### src/rtl/sprite_blitter.sv
// Sprite blitter: copies a rectangular sprite from a synchronous ROM into the frame buffer,
// skipping transparent pixels and clipping to the screen. Optional BLIT_MIRROR_EN adds row mirroring.
module sprite_blitter #(
    parameter int unsigned SCREEN_W    = 640,
    parameter int unsigned SCREEN_H    = 480,
    parameter logic [4:0]  TRANSPARENT = 5'h15,
    parameter int unsigned FB_AW       = 19,
    parameter int unsigned ROM_AW      = 16
) (
    input  logic              Clk,
    input  logic              Reset,
    input  logic              start,
    input  logic [9:0]        sprite_x,
    input  logic [9:0]        sprite_y,
    input  logic [6:0]        sprite_w,
    input  logic [6:0]        sprite_h,
    input  logic [ROM_AW-1:0] rom_base,
`ifdef BLIT_MIRROR_EN
    input  logic              mirror,
`endif
    output logic              busy,
    output logic              done,
    output logic [ROM_AW-1:0] rom_addr,
    input  logic [4:0]        rom_data,
    output logic              fb_we,
    output logic [FB_AW-1:0]  fb_addr,
    output logic [4:0]        fb_pixel
);

    localparam int unsigned COORD_W = 10;
    localparam int unsigned SIZE_W  = 7;
    localparam int unsigned SUM_W   = 11;
    localparam int unsigned PIX_W   = 5;

    typedef enum logic [1:0] {
        IDLE  = 2'd0,
        RUN   = 2'd1,
        DRAIN = 2'd2,
        DONE  = 2'd3
    } state_t;

    state_t state, stateNext;

    logic [COORD_W-1:0] xReg, yReg;
    logic [SIZE_W-1:0]  wReg, hReg;
    logic               mirrorReg;
    logic               mirrorStart;
    logic [SIZE_W-1:0]  col, row;
    logic [ROM_AW-1:0]  rowRomBase;
    logic [FB_AW-1:0]   rowFbBase;

    logic               tagValid;
    logic               tagInBounds;
    logic [FB_AW-1:0]   tagAddr;
    logic [FB_AW-1:0]   heldAddr;
    logic [PIX_W-1:0]   heldPixel;

    logic               lastCol, lastRow;
    logic [ROM_AW-1:0]  nextRowRom;
    logic [ROM_AW-1:0]  rowOffset;
    logic [ROM_AW-1:0]  startOffset;

`ifdef BLIT_MIRROR_EN
    assign mirrorStart = mirror;
`else
    assign mirrorStart = 1'b0;
`endif

    assign lastCol     = (col == wReg - SIZE_W'(1));
    assign lastRow     = (row == hReg - SIZE_W'(1));
    assign nextRowRom  = rowRomBase + ROM_AW'(wReg);
    // Mirrored rows start at the rightmost pixel and walk downwards
    assign rowOffset   = mirrorReg ? (ROM_AW'(wReg) - ROM_AW'(1)) : '0;
    assign startOffset = mirrorStart ? (ROM_AW'(sprite_w) - ROM_AW'(1)) : '0;

    always_ff @(posedge Clk) begin
        if (Reset) state <= IDLE;
        else       state <= stateNext;
    end

    always_comb begin
        stateNext = state;
        case (state)
            IDLE:    if (start) stateNext = (sprite_w == '0 || sprite_h == '0) ? DONE : RUN;
            RUN:     if (lastCol && lastRow) stateNext = DRAIN;
            DRAIN:   stateNext = DONE;
            DONE:    stateNext = IDLE;
            default: stateNext = IDLE;
        endcase
    end

    // Status flags registered from the next state
    always_ff @(posedge Clk) begin
        if (Reset) begin
            busy <= 1'b0;
            done <= 1'b0;
        end else begin
            busy <= (stateNext == RUN) || (stateNext == DRAIN);
            done <= (stateNext == DONE);
        end
    end

    // Address generation: row bases advance by w (ROM) and SCREEN_W (frame), no multiplier in the loop
    always_ff @(posedge Clk) begin
        if (Reset) begin
            xReg       <= '0;
            yReg       <= '0;
            wReg       <= '0;
            hReg       <= '0;
            mirrorReg  <= 1'b0;
            col        <= '0;
            row        <= '0;
            rowRomBase <= '0;
            rowFbBase  <= '0;
            rom_addr   <= '0;
        end else begin
            case (state)
                IDLE: begin
                    if (start) begin
                        xReg       <= sprite_x;
                        yReg       <= sprite_y;
                        wReg       <= sprite_w;
                        hReg       <= sprite_h;
                        mirrorReg  <= mirrorStart;
                        col        <= '0;
                        row        <= '0;
                        rowRomBase <= rom_base;
                        rowFbBase  <= FB_AW'(sprite_x) + FB_AW'(sprite_y) * FB_AW'(SCREEN_W);
                        rom_addr   <= rom_base + startOffset;
                    end
                end
                RUN: begin
                    if (lastCol) begin
                        col        <= '0;
                        row        <= row + SIZE_W'(1);
                        rowRomBase <= nextRowRom;
                        rowFbBase  <= rowFbBase + FB_AW'(SCREEN_W);
                        rom_addr   <= nextRowRom + rowOffset;
                    end else begin
                        col      <= col + SIZE_W'(1);
                        rom_addr <= mirrorReg ? (rom_addr - ROM_AW'(1)) : (rom_addr + ROM_AW'(1));
                    end
                end
                default: ;
            endcase
        end
    end

    // Tag stage: pixel coordinates delayed one cycle to line up with rom_data
    always_ff @(posedge Clk) begin
        if (Reset) begin
            tagValid    <= 1'b0;
            tagInBounds <= 1'b0;
            tagAddr     <= '0;
        end else begin
            tagValid    <= (state == RUN);
            tagInBounds <= (SUM_W'(xReg) + SUM_W'(col) < SUM_W'(SCREEN_W)) &&
                           (SUM_W'(yReg) + SUM_W'(row) < SUM_W'(SCREEN_H));
            tagAddr     <= rowFbBase + FB_AW'(col);
        end
    end

    assign fb_we    = tagValid && tagInBounds && (rom_data != TRANSPARENT);
    assign fb_addr  = fb_we ? tagAddr  : heldAddr;
    assign fb_pixel = fb_we ? rom_data : heldPixel;

    // Address and pixel hold their last written value between writes
    always_ff @(posedge Clk) begin
        if (Reset) begin
            heldAddr  <= '0;
            heldPixel <= '0;
        end else if (fb_we) begin
            heldAddr  <= tagAddr;
            heldPixel <= rom_data;
        end
    end

endmodule
### config.mk
export PLATFORM = sky130hd
export DESIGN_NAME = sprite_blitter
export DESIGN_NICKNAME = d
export VERILOG_FILES = /design/src/rtl/sprite_blitter.sv
export SDC_FILE = /design/constraint.sdc
export NUM_CORES = 1
export LEC_CHECK = 0
export ABC_AREA = 1
export BUFFER_PORTS_ARGS = -buffer_cell sky130_fd_sc_hd__buf_2
export CORE_MARGIN = 3
export CORE_UTILIZATION = 60
export CTS_BUF_LIST = sky130_fd_sc_hd__clkbuf_8
export DETAILED_ROUTE_END_ITERATION = 7
export HOLD_SLACK_MARGIN = 0.03
export PLACE_DENSITY_LB_ADDON = 0.05
export SLEW_MARGIN = 20
export SYNTH_ARGS = -nofsm -noshare
export SYNTH_HDL_FRONTEND = slang
export SYNTH_SLANG_ARGS = --single-unit
### constraint.sdc
create_clock -name Clk -period 5.6 [get_ports Clk]
set_clock_uncertainty 0.15 [all_clocks]
set_input_delay 0.28 -clock Clk [delete_from_list [all_inputs] [get_ports Clk]]
set_output_delay 0.28 -clock Clk [all_outputs]
set_load 0.1 [all_outputs]
==> flow_summary_export.csv <==
group,metric,value,unit
run_status,outcome,"finished, final reports clean",
worst_setup_path,crit_path_top_delay_cell,"inv_1",
floorplan,start_util,62.66,%
sta,slew_viol_final,0,
worst_setup_path,cp.arrival,3.39,ns
global_route,track_usage,29.52,%
clock_tree,clkSlewWorstSetupHoldPaths,0.10,ns
detailed_routing,drt-total-wl,23390,um
clock_tree,cts.sinks,148,
floorplan,die_h,127.6,um
detailed_routing,num_vias,8800,
hold_path,worstHoldStart,"rom_base[8]",
floorplan,die_w,127.6,um
synthesis,synthArstFlopShare,0,%
worst_setup_path,critPathKind,"input pin to output pin",
worst_setup_path,path_buf_inv,5,
detailed_routing,drcViolationCount,0,
detailed_routing,top_layer_used,"met4",
pwr,power_density,273.2,nW/um^2
place,io_buffers,100,
detailed_routing,wl_met1,10780,um
synthesis,netlist_instances,1312,
pwr,p_leak,5.089,nW
clock_tree,cts_buffers,17,
worst_setup_path,startpoint_type,"input pin",
synthesis,synth_flop_cell,"dfxtp_1",
sta,worst_slack,1.778,ns
clock_tree,htreeDepth,4,
global_route,grt_pass1_vias,8087,
pwr,ir_drop,0.1416,mV
synthesis,synth_edf_count,0,
hold_path,hold_path_class,"input pin to flop",
cells_and_area,register_area,2963,sq um
sta,rsz0062_at_grt,"no",
global_route,grt-ovfl-total,0,
worst_setup_path,cp_max_fo,26,
synthesis,yosysMostFrequentCell,"nand2_1",
sta,max_slew_margin,41.26,%
hold_path,min_path_cells,3,
floorplan,core,14150,sq um
synthesis,syn_nets,1426,
clock_tree,cts_tree,"built",
global_route,grt_pass1_wl,39170,um
floorplan,io_pins,101,
detailed_routing,drt-vias-per-instance,5.376,
worst_setup_path,crit_path_end_kind,"output pin",
synthesis,syn_avg_cell_area,6.758,sq um
cells_and_area,syn2layout_area_growth,17.06,%
pwr,finalPower,0.002836,W
sta,fmax,261.6,MHz
clock_tree,postCtsSetupRepairBufs,0,
sta,tightest_slew,0.8798,ns
synthesis,synth.area.top_cells,"dfxtp_1, nand2_1, o21ai_0, ha_1, nor2_1",
cells_and_area,fillers,1185,
global_route,grt_antenna_before_repair,0,
flow_run,maxCapViolations,0,
synthesis,synth_commonest_cells,"nand2_1, nor2_1, dfxtp_1",
synthesis,yosys_warnings,0,
synthesis,synth_cell_types,41,
detailed_routing,wl_per_cell,14.29,um
synthesis,synth_top_area_cell,"dfxtp_1",
place,dp_slack,2.343,ns
worst_setup_path,cp_top_family,"buffers and inverters",
worst_setup_path,reg2reg_slack,2.56,ns
detailed_routing,dr.pass1.iters,5,
detailed_routing,postRouteAntennaNets,0,
synthesis,yosysSeqAreaShare,33.42,%
cells_and_area,fin_util,73.35,%
floorplan,rows,43,
cells_and_area,diodes,0,
clock_tree,clockBufferDepth,2,
cells_and_area,drive_above_1_share,11.87,%
worst_setup_path,worstPathCellList,"dlygate4sd3_1 -> buf_2 -> nor3b_1 -> nand3b_1 -> nand3_1 -> inv_1 -> or2_2 -> o21ai_0 -> inv_1 -> buf_2",
sta,fin_crit_sh,68.25,%
hold_path,min_to,"rom_addr[8]",
worst_setup_path,required,5.17,ns
worst_setup_path,reg2reg_depth,13,
sta,period_needed,3.822,ns
cells_and_area,nets,1558,
synthesis,netlist.area_leader.share,33.42,%
global_route,grt_max_degree,73,
floorplan,dieArea,16270,sq um
sta,setup_violations,0,
worst_setup_path,r2r_end,"rowRomBase[11]",
sta,hold_viol,0,
clock_tree,worstSkewPairLatency,0.48,ns
place,place_congestion,0.8931,
worst_setup_path,r2r-start,"wReg[0]",
sta,finalSetupTns,0,ns
detailed_routing,wl_met3,1489,um
detailed_routing,wl_met2,10580,um
synthesis,synth-seq-cells,148,
detailed_routing,drt-initial-drc-count,754,
synthesis,syn_area,8866,sq um
place,dp.final_hpwl,15820,um
clock_tree,cts_root_buf,"clkbuf_8",
worst_setup_path,slowest_delay,0.78,ns
cells_and_area,multi_input_area,5159,sq um
## where the power goes
group          internal [W]  switching, W
registers           0.00113     0.0000645
logic              0.000229      0.000525
clock network      0.000381      0.000507
## final cells by class
class                           count  share of cell area [%]
Clock buffer                       17                   2.254
Clock inverter                     15                   1.772
Inverter                          146                   5.280
Multi-Input combinational cell    973                   49.70
Sequential cell                   148                   28.55
Tap cell                          180                   2.170
Timing Repair Buffer              158                   10.27
## repair_timing
action,4_1_cts,5_1_grt
hold buffers,52,0
endpoints found under the hold margin,61,0
gates resized for setup,0,0
## cells by family (layout without fill, tap and decap cells)
| group | Yosys count | after routing | share of synthesized area (%) |
|---|---|---|---|
| xor+xnor | 49 | 49 | 5.306 |
| compound gates | 277 | 277 | 16.60 |
| flops | 148 | 148 | 33.42 |
| fa+ha+maj | 56 | 56 | 8.242 |
| simple gates | 591 | 591 | 28.04 |
| buf+inv | 191 | 336 | 8.397 |
## metal layers
layer,GRT usage (%),up-vias
met5,0,-
met4,11.67,0
met3,5.477,47
met2,46.83,278
met1,39.87,3947
li1,-,4528
## cell usage in the layout (no fill, tap or decap), types with 4 or more instances in the layout
| cell | count |
|---|---|
| inv_6 | 5 |
| nand3b_1 | 5 |
| xnor2_1 | 19 |
| ha_1 | 52 |
| dlygate4sd3_1 | 52 |
| inv_1 | 143 |
| o21a_1 | 8 |
| nor2_1 | 158 |
| o21ai_0 | 142 |
| a21oi_1 | 103 |
| nand4_1 | 13 |
| fa_1 | 4 |
| nand3_1 | 68 |
| or2_2 | 23 |
| clkbuf_8 | 17 |
| nor3_1 | 16 |
| buf_2 | 100 |
| o22ai_1 | 5 |
| inv_8 | 4 |
| o21bai_1 | 5 |
| xor2_1 | 27 |
| dfxtp_1 | 148 |
| buf_4 | 6 |
| nand2_1 | 296 |
## stage by stage
| stage | std cells | area, sq um | hold slack [ns] |
|---|---|---|---|
| after floorplan | 1312 | 8866 | 0.2649 |
| after CTS | 1637 | 10380 | 0.03160 |
| after detailed placement | 1553 | 9440 | 0.3100 |
| after global routing | 1637 | 10380 | 0.04223 |
| final | 1637 | 10380 | 0.05541 |
| after global placement | 1553 | 9440 | 0.3030 |
## worst reg2reg max path, delay by kind of cell (launching register included)
kind / cells / cell delay, ns
flops: 1 / 0.42
buf+inv: 2 / 0.19
compound gates: 1 / 0.16
simple gates: 9 / 1.79
fa+ha+maj: 1 / 0.27
## registers in the layout (all words and copies together) (netlist names), 5 cells and up
register / count
col: 7
hReg: 7
heldAddr: 19
heldPixel: 5
rom_addr: 16
row: 7
rowFbBase: 19
rowRomBase: 16
tagAddr: 19
wReg: 7
xReg: 10
yReg: 10
## how the worst max path moves through the flow
stage                           start           end  slack, ns  cells after the start
final                     rom_data[2]    fb_addr[6]       1.78                     10
after global routing      rom_data[2]   fb_addr[13]       1.39                     10
after CTS                 rom_data[2]    fb_addr[6]       1.79                     10
after detailed placement  rom_data[2]    fb_addr[6]       2.34                      9
after global placement    rom_data[2]    fb_addr[6]       2.36                      9
after floorplan           rom_data[2]  heldPixel[4]       2.32                      6
Note: power is estimated with default switching activity, not from simulation.
